### config.mk
export PLATFORM = sky130hd
export DESIGN_NAME = sync_window_counter
export DESIGN_NICKNAME = d
export VERILOG_FILES = /design/src/rtl/sync_window_counter.sv
export SDC_FILE = /design/constraint.sdc
export NUM_CORES = 1
export LEC_CHECK = 0
export CAP_MARGIN = 20
export CORE_UTILIZATION = 45
export DETAILED_ROUTE_END_ITERATION = 6
export PLACE_DENSITY = 0.75
export SLEW_MARGIN = 20
export SYNTH_ARGS = -nofsm -noshare
export SYNTH_HDL_FRONTEND = slang
export SYNTH_SLANG_ARGS = --single-unit
### constraint.sdc
create_clock -name CLK -period 6.6 [get_ports CLK]
set_input_delay 0.66 -clock CLK [delete_from_list [all_inputs] [get_ports CLK]]
set_output_delay 0.66 -clock CLK [all_outputs]
set_load 0.05 [all_outputs]
### src/rtl/sync_window_counter.sv
// sync_window_counter: derives active-window X/Y coordinates, frame start/done
// pulses and framing error flags from the pipeline-aligned OV7620 HSYNC/VSYNC pair.
module sync_window_counter #(
  parameter int unsigned H_BACK   = 2,
  parameter int unsigned H_ACTIVE = 640,
  parameter int unsigned V_BACK   = 1,
  parameter int unsigned V_ACTIVE = 480
) (
  input  logic        CLK,
  input  logic        RSTn,
  input  logic        HSYNC,
  input  logic        VSYNC,
  output logic [10:0] X,
  output logic [9:0]  Y,
  output logic        ACTIVE,
  output logic        FRAME_START,
  output logic        FRAME_DONE,
  output logic        LINE_ERR,
  output logic        FRAME_ERR,
  output logic [7:0]  FRAME_CNT
);

  typedef enum logic [1:0] {
    WAIT_V = 2'd0,
    BLANK  = 2'd1,
    LINES  = 2'd2,
    DONE   = 2'd3
  } state_e;

  localparam logic [11:0] H_FIRST = 12'(H_BACK);
  localparam logic [11:0] H_LAST  = 12'(H_BACK + H_ACTIVE - 1);
  localparam logic [10:0] V_FIRST = 11'(V_BACK + 1);
  localparam logic [10:0] V_LAST  = 11'(V_BACK + V_ACTIVE);

  logic        hsync_q, hsync_d;
  logic        vsync_q, vsync_d;
  logic        hedge, vedge;
  logic [11:0] hcnt_q, hcnt_d;
  logic [10:0] vcnt_q, vcnt_d;
  state_e      state_q, state_d;
  logic        inwin, last_pix;

  logic        active_q, active_d;
  logic [10:0] x_q, x_d;
  logic [9:0]  y_q, y_d;
  logic        frame_start_q, frame_start_d;
  logic        frame_done_q, frame_done_d;
  logic        line_err_q, line_err_d;
  logic        frame_err_q, frame_err_d;
  logic [7:0]  frame_cnt_q, frame_cnt_d;

  // Sync pulses are active-low, so the rising edge marks the end of the pulse.
  always_comb begin
    hsync_d = HSYNC;
    vsync_d = VSYNC;
    hedge   = HSYNC & ~hsync_q;
    vedge   = VSYNC & ~vsync_q;
  end

  always_comb begin
    hcnt_d = hcnt_q;
    if (hedge || vedge) begin
      hcnt_d = '0;
    end else if (hcnt_q != '1) begin
      hcnt_d = hcnt_q + 12'd1;
    end

    vcnt_d = vcnt_q;
    if (vedge) begin
      vcnt_d = '0;
    end else if (hedge && (vcnt_q != '1)) begin
      vcnt_d = vcnt_q + 11'd1;
    end
  end

  always_comb begin
    inwin = (state_q == LINES) &&
            (hcnt_q >= H_FIRST) && (hcnt_q <= H_LAST) &&
            (vcnt_q >= V_FIRST) && (vcnt_q <= V_LAST);
    last_pix = inwin && (hcnt_q == H_LAST) && (vcnt_q == V_LAST);
  end

  always_ff @(posedge CLK or negedge RSTn) begin
    if (!RSTn) begin
      state_q <= WAIT_V;
    end else begin
      state_q <= state_d;
    end
  end

  // A VSYNC rising edge restarts the frame from any state; a coincident HSYNC edge is ignored.
  always_comb begin
    state_d = state_q;
    case (state_q)
      WAIT_V: begin
        if (vedge) state_d = BLANK;
      end
      BLANK: begin
        if (vedge) begin
          state_d = BLANK;
        end else if (hedge && (vcnt_d == V_FIRST)) begin
          state_d = LINES;
        end
      end
      LINES: begin
        if (vedge) begin
          state_d = BLANK;
        end else if (last_pix) begin
          state_d = DONE;
        end
      end
      DONE: begin
        if (vedge) state_d = BLANK;
      end
      default: state_d = WAIT_V;
    endcase
  end

  always_comb begin
    active_d      = inwin;
    x_d           = '0;
    y_d           = '0;
    frame_start_d = 1'b0;
    frame_done_d  = last_pix;
    line_err_d    = 1'b0;
    frame_err_d   = 1'b0;
    frame_cnt_d   = frame_cnt_q;

    if (inwin) begin
      x_d           = 11'(hcnt_q - H_FIRST);
      y_d           = 10'(vcnt_q - V_FIRST);
      frame_start_d = (hcnt_q == H_FIRST) && (vcnt_q == V_FIRST);
    end

    // A line ended before its last pixel; the window simply continues with the next line.
    if ((state_q == LINES) && hedge && !vedge && (hcnt_q < H_LAST)) begin
      line_err_d = 1'b1;
    end

    if ((state_q == LINES) && vedge && !last_pix) begin
      frame_err_d = 1'b1;
    end

    if (last_pix) begin
      frame_cnt_d = frame_cnt_q + 8'd1;
    end
  end

  always_ff @(posedge CLK or negedge RSTn) begin
    if (!RSTn) begin
      hsync_q       <= 1'b1;
      vsync_q       <= 1'b1;
      hcnt_q        <= '0;
      vcnt_q        <= '0;
      active_q      <= 1'b0;
      x_q           <= '0;
      y_q           <= '0;
      frame_start_q <= 1'b0;
      frame_done_q  <= 1'b0;
      line_err_q    <= 1'b0;
      frame_err_q   <= 1'b0;
      frame_cnt_q   <= '0;
    end else begin
      hsync_q       <= hsync_d;
      vsync_q       <= vsync_d;
      hcnt_q        <= hcnt_d;
      vcnt_q        <= vcnt_d;
      active_q      <= active_d;
      x_q           <= x_d;
      y_q           <= y_d;
      frame_start_q <= frame_start_d;
      frame_done_q  <= frame_done_d;
      line_err_q    <= line_err_d;
      frame_err_q   <= frame_err_d;
      frame_cnt_q   <= frame_cnt_d;
    end
  end

  assign X           = x_q;
  assign Y           = y_q;
  assign ACTIVE      = active_q;
  assign FRAME_START = frame_start_q;
  assign FRAME_DONE  = frame_done_q;
  assign LINE_ERR    = line_err_q;
  assign FRAME_ERR   = frame_err_q;
  assign FRAME_CNT   = frame_cnt_q;

endmodule

# [Yosys cells after proc, flatten, opt, wreduce, memory -nomap -nowiden]
# Index checks and enable logic that the tools add are counted.
[op_classes] n_eq_ne=13 n_mux=15 order_cmp=5 n_addsub=5 n_reduce_logical=21 bitwise_logic=4
[ops] operator="$mux 11" count=3
[ops] operator="$mux 12" count=2
[ops] operator="$eq 11x2->1 const B" count=2
[ops] operator="$logic_and 1x1->1" count=14
[ops] operator="$add 12x1->12 const B" count=1
[ops] operator="$eq 12x10->1 const B" count=1
[ops] operator="$eq 12x2->1 const B" count=1
[ops] operator="$ge 12x2->1 const B" count=1
[ops] operator="$le 12x10->1 const B" count=1
[ops] operator="$lt 12x10->1 const B" count=1
[ops] operator="$ne 12x12->1 const B" count=1
[ops] operator="$add 11x1->11 const B" count=1
[ops] operator="$eq 11x9->1 const B" count=1
[ops] operator="$ge 11x2->1 const B" count=1
[ops] operator="$le 11x9->1 const B" count=1
[ops] operator="$ne 11x11->1 const B" count=1
[ops] operator="$sub 11x2->11 const B" count=1
[ops] operator="$mux 10" count=1
[ops] operator="$mux 2" count=5
[ops] operator="$sub 10x2->10 const B" count=1
[ops] operator="$add 8x1->8 const B" count=1
[ops] operator="$ne 3x3->1 const B" count=2
[ops] operator="$pmux 2 s3" count=1
[ops] operator="$eq 2x2->1 const B" count=2
[ops] operator="11 further kinds" count=16
[word_totals] output_inout_bits=34 inputBits=4 word_cells=76 ff_bits=61

# [Depth between registers and ports, before layout]
# Gate-level depths: netlist (run 1).
[logic_depth] depth_word=10 depth_mapped=10 ltp_nobuf=9

# [Worst setup path after synthesis (run 1)]
# Ideal clock, no wire load.
[synth_timing] kind="register -> register" from="register vcnt_q[0]" to="register state_q[0]" period_less_slack_ns=2.646 setup_slack_ns=3.954 stages_incl_launch_ff=10 required_time_ns=6.472 arrival_time_ns=2.518 n_path_buf=1 setup_ns=0.128 cell_sequence="dfrtp_1 -> ha_1 -> and4_2 -> clkbuf_1 -> nor3b_1 -> o21ai_0 -> a2111oi_2 -> o2111ai_1 -> a211oi_2 -> mux2_1"
[synth_between] elab_chain_cells=8 elab_cells_between_ends=17 classes_between="1 x add/sub; 2 x order compare; 5 x eq/ne; 2 x mux; 7 x reduce/logical"
[synth_rtl] item="from (decl)" line_no="39" text="logic [10:0] vcnt_q, vcnt_d;"
[synth_rtl] item="from (signal assigned)" line_no="167" text="vcnt_q <= vcnt_d;"
[synth_rtl] item="parallel branches: the longest is 7 deep, another holds $add 11x1->11"
[synth_rtl] item="$reduce_and 3->1 (no line) *"
[synth_rtl] item="to (signal assigned)" line_no="87" text="state_q <= state_d;"
[synth_rtl] item="to (decl)" line_no="40" text="state_e state_q, state_d;"
# Mark *: on every way between the ends.
# A chain may end at the register's enable or synchronous reset.

# [Worst setup path after layout (run 1)]
[layout_timing] from="input port VSYNC" to="register state_q[0]"
[layout_between] elab_chain_cells=6 elab_cells_between_ends=11 classes_between="4 x eq/ne; 4 x mux; 1 x bitwise; 2 x reduce/logical"
[layout_rtl] item="from (decl)" line_no="12" text="input logic VSYNC,"
[layout_rtl] item="$and 1x1->1" line_no="57" text="vedge = VSYNC & ~vsync_q;"
[layout_rtl] item="$mux 11" line_no="69" text="if (vedge) begin"
[layout_rtl] item="net vcnt_d[4]" line_no="39"
[layout_rtl] item="$eq 11x2->1" line_no="101" text="end else if (hedge && (vcnt_d == V_FIRST)) begin"
[layout_rtl] item="$logic_and 1x1->1" line_no="101"
[layout_rtl] item="$ne 3x3->1 (no line)"
[layout_rtl] item="$reduce_and 3->1 (no line)"
# The timed path passes the listed nets, and every way through them passes these cells.

==> impl_metrics.ini, run 1 <==
[outcome]
outcome = finished clean

[floorplanning]
rows = 30
fp.dieH_microns = 86.2
die_w_microns = 86.2
io_pins = 38
dieArea_sq_um = 7430
start_util = 0.467
coreArea_sq_um = 6830

[clock_tree]
cts_max_level = 3
ctsLongestPathBuffers = 2
hold_buffers = 0
clkLatencyLatePin_ns = 0.34
path_clk_slew_ns = 0.07
clock-root-buffer = clkbuf_8
cts_resized = 0
cts_buffers = 9
cts_tree = done
cts_sinks = 61
post_cts_buffers = 0

[worst_setup_path]
end_kind = flip-flop
worstSetupPathType = in2reg
slowest_delay_ns = 0.75
worst_path_max_delay_cell = nor2b_1
critPathLaunch = VSYNC
cp.required_ns = 6.83
crit_chain = clkdlybuf4s50_1 > nor2b_1 > nor3_1 > a2111oi_2 > o2111ai_1 > a211oi_2 > mux2_1
critPathLaunchType = input pin
crit_fanout = 14
timing.rr.start = vcnt_q[1]
arrival_ns = 3.36

[yosys]
ys_async_sr_fraction = 1.00
ys_warn_count = 0
synth_ff_type = dfrtp_1
synth_nets = 346
synth_edf_count = 0
yosys_register_bits = 61
synth_area_sq_um = 3190
synth_cells = 326
synth.distinct_cells = 48
yosysSeqAreaShare = 0.479
syn_area_per_cell_sq_um = 9.79

[pwr]
total_power_uw = 1010
power.internal_uw = 728
swShare = 0.278
p_comb_frac = 0.186
power_leakage_uw = 0.00169
powerDensity_nw_per_um2 = 262
p_sw_uw = 280
clkPwrFrac = 0.403
ir_drop_mv = 0.0974
power_frac_seq = 0.411

[timing]
maxSlewViolCount = 0
setup_viol = 0
hold_violations = 0
fmax_mhz = 319
period_share = 0.475
maxSlewHeadroom = 0.382
setup_tns_ns = 0
fin_crit_ns = 3.13
hold_slack_ns = 0.461
rsz0062_at_grt = false
fin_skew_ns = 0.0110
max_slew.worst_pin.slew_ns = 0.924

[layout]
finalNonFillerCells = 457
syn_to_final_growth_pct = 20.6
nets = 376
antenna_cells = 0
final_cell_area_sq_um = 3850
drive_gt1_frac = 0.0748

[detailed_routing]
wl_per_cell_microns = 14.3
drtIter0Drc = 240
dr.pass1.iters = 4
vias = 2404
drc = 0
vias_per_cell = 5.26
drtAntennaViolNets = 0
wl_microns = 6540

[worst_hold_path]
min-delay-path-class = in2async

[global_route]
grt_pass1_vias = 2295
grt-busiest-layer = met2
grt_max_degree = 62
use_met3 = 0.0505
gr-total-overflow = 0
met1_usage = 0.277
grt_util_met2 = 0.288
grt_pass1_wl_microns = 11200
grtUsageTotal = 0.198
antenna_found_initial = 0

[run]
drv_cap = 0

[placement]
placed_area_sq_um = 3610
gp_congestion = 0.868
port-buffer-count = 37
place_inst = 441
hpwl_microns = 4430
-- cell type report --
type / count / area [sq um]
fill: 622 / 2980
inverter: 11 / 41.3
clock inverter: 4 / 95.1
clock buffer: 12 / 145
tap: 96 / 120
multi-input combinational: 235 / 1550
sequential: 61 / 1530
timing repair buffer: 38 / 373
-- stage by stage --
step                       util  setup WS (ns)
after global routing      0.563           3.23
after detailed placement  0.528           3.08
after floorplan               -           3.95
after global placement    0.528           3.15
final                     0.563           3.47
after CTS                 0.563           3.44
-- cell usage after synthesis (7+ instances only) --
master | count | area [sq um]
clkbuf_1 | 15 | 56.3
nor2_1 | 53 | 199
nand3_1 | 14 | 70.1
a21oi_1 | 11 | 55.1
nor3_1 | 8 | 40.0
nand4_1 | 13 | 81.3
nor4_1 | 7 | 43.8
ha_1 | 16 | 200
xnor2_1 | 20 | 175
xor2_1 | 12 | 105
nand2_1 | 24 | 90.1
inv_1 | 11 | 41.3
dfrtp_1 | 59 | 1480
-- layout by cell type, fill, tap and decap left out, types with 2 or more instances in the layout --
cell and n:
and4_4 2, o211ai_1 3, a211oi_1 6, inv_1 11, a21oi_1 11, nor4_1 7
dfrtp_1 59, xnor2_1 20, ha_1 16, a31oi_1 2, nor3_1 8, nand3_1 14
dfstp_2 2, clkbuf_8 10, nor2_1 53, clkdlybuf4s50_1 36, nand2b_1 2, o21ai_0 5
xor2_1 12, or3_1 4, o31ai_1 2, mux2i_1 2, nor2b_1 5, clkbuf_1 2
bufinv_16 3, nand2_1 24, and4_1 2, nand3b_1 2, nand4_1 13
-- power by group through the flow --
stage | Clock [uW] | Sequential, uW | Combinational [uW]
final | 406 | 414 | 188
after global routing | 432 | 417 | 208
after CTS | 413 | 414 | 190
after detailed placement | 0 | 421 | 187
after global placement | 0 | 420 | 183
after floorplan | 0 | 437 | 120
-- cells by family (layout without fill, tap and decap cells) --
| logic type | after synthesis | after routing | share of synthesized area |
|---|---|---|---|
| compound gates | 37 | 37 | 0.0851 |
| xor+xnor | 32 | 32 | 0.0878 |
| fa+ha+maj | 16 | 16 | 0.0627 |
| buf+inv | 30 | 65 | 0.0365 |
| flops | 61 | 61 | 0.479 |
| mux | 4 | 4 | 0.0133 |
| simple gates | 146 | 146 | 0.235 |
-- critical path: cells and delay by family --
family | cells | cell delay [ns]
AO/OA/AOI/OAI | 3 | 0.92
buffers and inverters | 1 | 0.50
multiplexers | 1 | 0.35
AND/OR/NAND/NOR | 2 | 0.94
-- flip-flops by register name (all words and copies together), names as in the netlist, 2 cells and up --
signal	cells
hcnt_q	12
X	11
state_q	2
FRAME_CNT	8
vcnt_q	11
Y	10
-- layer usage --
layer / vias up / part of all wire / wire length, microns
met1: 1117 / 0.47 / 3100
met3: 15 / 0.059 / 385
met2: 84 / 0.44 / 2910
met4: 0 / 0.023 / 151
li1: 1188 / - / -
met5: - / 0 / 0
-- worst paths after layout --
| check | end | slack, ns | cells after the start |
|---|---|---|---|
| min in group CLK | FRAME_CNT[7] | 0.46 | 1 |
| max in group asynchronous | X[7] | 5.63 | 2 |
| hold / removal | hcnt_q[0] | 0.46 | 2 |
| setup reg to reg | state_q[0] | 3.52 | 9 |
| setup / recovery | state_q[0] | 3.47 | 7 |
| hold reg to reg | FRAME_CNT[7] | 0.46 | 1 |
(Power assumes the default switching activity.)
==> inputs of run 2 (changes only) <==
--- a/config.mk
+++ b/config.mk
@@ -8,7 +8,7 @@
 export CAP_MARGIN = 20
 export CORE_UTILIZATION = 45
 export DETAILED_ROUTE_END_ITERATION = 6
-export PLACE_DENSITY = 0.75
+export PLACE_DENSITY = 0.77
 export SLEW_MARGIN = 20
 export SYNTH_ARGS = -nofsm -noshare
 export SYNTH_HDL_FRONTEND = slang
==> constraint.sdc (replaced) <==
create_clock -name CLK -period 2.85 [get_ports CLK]
set_input_delay 0.285 -clock CLK [delete_from_list [all_inputs] [get_ports CLK]]
set_output_delay 0.285 -clock CLK [all_outputs]
set_load 0.05 [all_outputs]
==> run 2 against run 1 <==
  * Die area did not move
  * Via count rose by 4.2%
  * Combinational power rose to 2.6 times the previous value
  * Worst hold slack got worse by 0.36 ns
  * First-iteration DRC count fell by 3.3%
  * Core utilization rose by 1.8 points
  * Setup slack got worse by 3.2 ns
  * Cell area rose by 3.2%
  * Critical path depth rose by 1
  * Register-to-register slack got worse by 3.3 ns
==> impl_metrics.ini, run 2 (synthesized netlist as in run 1, its figures left out) <==
[placement]
hpwl_microns = 4760
placed_area_sq_um = 3770
dp_slack_ns = 0.178
port-buffer-count = 37
gp_congestion = 0.975

[pwr]
ir_drop_mv = 0.220
swShare = 0.296
p_comb_frac = 0.222
power_frac_seq = 0.427
powerDensity_nw_per_um2 = 558
power.internal_uw = 1560
p_sw_uw = 655
power_leakage_uw = 0.00178
clkPwrFrac = 0.351

[timing]
rsz0062_at_grt = false
fmax_mhz = 383
fin_crit_ns = 2.61
hold_slack_ns = 0.102
maxSlewViolCount = 0
hold_violations = 0
period_share = 0.916
setup_viol = 0
setup_tns_ns = 0
setup_slack_ns = 0.239
fin_skew_ns = 0.0111
maxSlewHeadroom = 0.494
max_slew.worst_pin.slew_ns = 0.759

[detailed_routing]
wl_microns = 6760
drtAntennaViolNets = 0
drc = 0
drtIter0Drc = 232
dr.pass1.iters = 4
vias_per_cell = 5.25
vias = 2505
wl_per_cell_microns = 14.2

[clock_tree]
cts_max_level = 3
clkLatencyLatePin_ns = 0.33
clock-root-buffer = clkbuf_8
path_clk_slew_ns = 0.07
cts_sinks = 61
hold_buffers = 0
ctsLongestPathBuffers = 2
cts_tree = done
cts_buffers = 9
post_cts_buffers = 0
cts_resized = 0

[global_route]
grt_pass1_vias = 2377
gr-total-overflow = 0
grtUsageTotal = 0.198
antenna_found_initial = 0
grt_pass1_wl_microns = 11300
grt_max_degree = 62

[worst_hold_path]
min-delay-path-class = in2async

[floorplanning]
coreArea_sq_um = 6830
dieArea_sq_um = 7430
io_pins = 38
fp.dieH_microns = 86.2
start_util = 0.467
die_w_microns = 86.2
rows = 30

[layout]
antenna_cells = 0
drive_gt1_frac = 0.129
post-route-util = 0.581
syn_to_final_growth_pct = 24.5
final_cell_mix = 59 x dfrtp_1, 53 x nor2_1, 36 x clkdlybuf4s50_1
nets = 397
final_common_cell = dfrtp_1
final_cell_area_sq_um = 3970
regMostFlops = hcnt_q
largest_reg_flops = 12

[worst_setup_path]
cp.required_ns = 3.07
crit_fanout = 6
end_kind = flip-flop
slowest_delay_ns = 0.39
arrival_ns = 2.83
path_buf_inv = 0
critPathLaunchType = flip-flop
worst_path_max_delay_cell = dfrtp_1
critPathTopFamily = compound AO/OA/AOI/OAI gates
crit_chain = ha_1 > and4_2 > nor3b_1 > o21ai_0 > a2111oi_2 > o2111ai_1 > a211oi_2 > mux2_1
worstSetupPathType = reg2reg

[run]
drv_cap = 0

[outcome]
outcome = finished clean
==> run 2: changes by cell type in the layout (fill, tap and decap cells not counted), sizes merged <==
cell,previous run,this run
clkinvlp,0,1
clkinv,1,2
clkbuf,12,11
buf,2,23
bufinv,3,1
==> run 2: worst paths after layout <==
check	slack [ns]	depth (start not counted)	from	to
max in group asynchronous	2.24	2	RSTn	X[3]
worst min register to register	0.47	1	FRAME_CNT[7]	FRAME_CNT[7]
worst min-delay path	0.10	2	RSTn	hcnt_q[3]
worst max-delay path	0.24	8	vcnt_q[1]	state_q[0]
worst max register to register	0.24	8	vcnt_q[1]	state_q[0]
min in group CLK	0.40	1	VSYNC	vsync_q
==> run 2: worst register-to-register path: stages (launching register included) <==
cell       delay (ns)
dfrtp_1          0.39
ha_1             0.32
and4_2           0.34
nor3b_1          0.18
o21ai_0          0.11
a2111oi_2        0.35
o2111ai_1        0.19
a211oi_2         0.29
mux2_1           0.34
==> run 2: power by group through the flow <==
stage               Sequential, uW  Combinational (uW)  Clock (uW)
floorplan                     1010                 277           0
global placement               961                 478           0
detailed placement             962                 488           0
CTS                            946                 492         789
global route                   951                 551         829
finish                         947                 492         777
==> run 2: layer usage <==
metal	vias up	track usage	routed length, microns
met2	92	0.291	2900
met5	-	0	0
li1	1230	-	-
met3	14	0.0343	366
met1	1169	0.289	3370
met4	0	0.0788	119
==> run 2: area by class of cell <==
class	count	area (sq um)
well taps	96	120
multi-input cells	235	1550
clock inverters	4	47.5
clock buffers	11	151
repair buffers	59	531
flip-flops and latches	61	1530
inverters	11	41.3
fillers	589	2860
==> run 2: per-stage QoR <==
stage	power (uW)	instances
floorplan	1290	326
global placement	1440	462
detailed placement	1450	462
CTS	2230	477
global route	2330	477
finish	2220	477
==> inputs of run 3 (changes only) <==
--- a/config.mk
+++ b/config.mk
@@ -8,8 +8,9 @@
 export CAP_MARGIN = 20
 export CORE_UTILIZATION = 45
 export DETAILED_ROUTE_END_ITERATION = 6
-export PLACE_DENSITY = 0.77
+export PLACE_DENSITY = 0.75
 export SLEW_MARGIN = 20
 export SYNTH_ARGS = -nofsm -noshare
 export SYNTH_HDL_FRONTEND = slang
 export SYNTH_SLANG_ARGS = --single-unit
+export TNS_END_PERCENT = 30
==> constraint.sdc (replaced) <==
create_clock -name CLK -period 2.6 [get_ports CLK]
set_input_delay 0.26 -clock CLK [delete_from_list [all_inputs] [get_ports CLK]]
set_output_delay 0.26 -clock CLK [all_outputs]
set_load 0.05 [all_outputs]
==> run 3 against run 2 <==
  * Core utilization is 1.9 points higher
  * Wire length grew 1.2%
  * Sequential cell count unchanged
  * Count of clock-buffer cells in the layout unchanged
  * Final cell count up 2.5%
  * Power is 11% higher
  * Sequential share of layout area decreased by 1.2 points
==> impl_metrics.ini, run 3 (synthesized netlist as in run 1, its figures left out) <==
[detailed_routing]
vias = 2539
drtAntennaViolNets = 0
vias_per_cell = 5.19
dr.pass1.iters = 4
drc = 0
top_layer_used = met4
wl_per_cell_microns = 14.0
drtIter0Drc = 168
met3_length_microns = 351
wl_microns = 6840
wl_met1_microns = 3380
met2_length_microns = 3000

[outcome]
outcome = finished clean

[timing]
setup_slack_ns = 0.168
rsz0062_at_grt = false
max_slew.worst_pin.slew_ns = 0.654
fmax_mhz = 411
fin_crit_ns = 2.43
fin_skew_ns = 0.0108
maxSlewViolCount = 0
setup_viol = 0
setup_tns_ns = 0
period_share = 0.936
maxSlewHeadroom = 0.564
hold_violations = 0

[worst_setup_path]
slowest_delay_ns = 0.38
crit_chain = ha_4 > and4_2 > nor3b_1 > o21ai_0 > a2111oi_2 > o2111ai_1 > a211oi_2 > mux2_1
r2r_cells = 8
ff2ff_setup_slack_ns = 0.17
crit_fanout = 6
r2r-end = state_q[0]
cp.required_ns = 2.81
timing.rr.start = vcnt_q[1]
arrival_ns = 2.65
critPathLaunchType = flip-flop
worst_path_max_delay_cell = dfrtp_1
endpoint = state_q[0]
critPathLaunch = vcnt_q[1]
end_kind = flip-flop
worstSetupPathType = reg2reg

[floorplanning]
rows = 30
start_util = 0.467
fp.dieH_microns = 86.2
die_w_microns = 86.2
coreArea_sq_um = 6830
io_pins = 38
dieArea_sq_um = 7430

[clock_tree]
clkLatencyLatePin_ns = 0.33
cts_tree = done
cts_buffers = 9
ctsLongestPathBuffers = 2
clock-root-buffer = clkbuf_8
cts_sinks = 61
path_clk_slew_ns = 0.07
cts_max_level = 3

[layout]
final_cell_mix = 58 x dfrtp_1, 53 x nor2_1, 36 x clkdlybuf4s50_1
syn_to_final_growth_pct = 28.5
drive_gt1_frac = 0.163
final_common_cell = dfrtp_1
finalNonFillerCells = 489
antenna_cells = 0
largest_reg_flops = 12
fillers = 584
nets = 409
post-route-util = 0.600
regMostFlops = hcnt_q

[global_route]
grt_pass1_vias = 2418
antenna_found_initial = 0
grtUsageTotal = 0.201
grt_pass1_wl_microns = 11400
grt_max_degree = 37
gr-total-overflow = 0

[worst_hold_path]
min-delay-path-class = in2reg

[pwr]
total_power_uw = 2450
powerDensity_nw_per_um2 = 598
power_leakage_uw = 0.00184
ir_drop_mv = 0.278

[placement]
hpwl_microns = 4930
gp_congestion = 0.910
place_inst = 472
dp_slack_ns = -0.0126
port-buffer-count = 37

[run]
drv_cap = 0
-- run 3: layout make-up --
cell class,count,area [sq um],share of cell area
well taps,96,120,0.0293
clock buffers,11,151,0.0369
flip-flops and latches,61,1530,0.373
repair buffers,71,636,0.155
multi-input cells,235,1570,0.384
clock inverters,4,47.5,0.0116
inverters,11,41.3,0.0101
-- run 3: worst min path at each step --
stage          cells after the start          to  start
4_1_cts                            1     vsync_q  VSYNC
3_3_place_gp                       1  FRAME_DONE   RSTn
6_report                           1     vsync_q  VSYNC
5_1_grt                            1     vsync_q  VSYNC
3_5_place_dp                       1  FRAME_DONE   RSTn
2_1_floorplan                      0      ACTIVE   RSTn
-- run 3: power by group --
part           switching [uW]  internal [uW]  total, uW
Clock                     358            486        844
Sequential               42.3            998       1040
Combinational             320            247        567
-- run 3: stage by stage --
step                      hold WS (ns)  cell area [sq um]
after global placement           0.311               3860
after detailed placement         0.321               3860
after floorplan                -0.0356               3190
final                            0.375               4100
after global routing             0.377               4100
after CTS                        0.354               4070
-- run 3: routing by layer --
metal	vias to the layer above	global-route usage
li1	1258	-
met1	1194	0.293
met2	79	0.285
met3	8	0.0524
met4	0	0.0758
met5	-	0
-- run 3: what timing repair did --
action | CTS | global route
hold buffers | 1 | 0
gates resized for setup | 0 | 5
setup endpoints to repair | 0 | 4
buffers inserted | 0 | 1
hold endpoints to repair | 23 | 0
-- run 3: worst max-delay path: cells and delay by family, from the launching register on --
family	cells	cell delay [ns]
simple gates	2	0.48
flops	1	0.38
mux	1	0.34
compound gates	4	0.92
fa+ha+maj	1	0.19
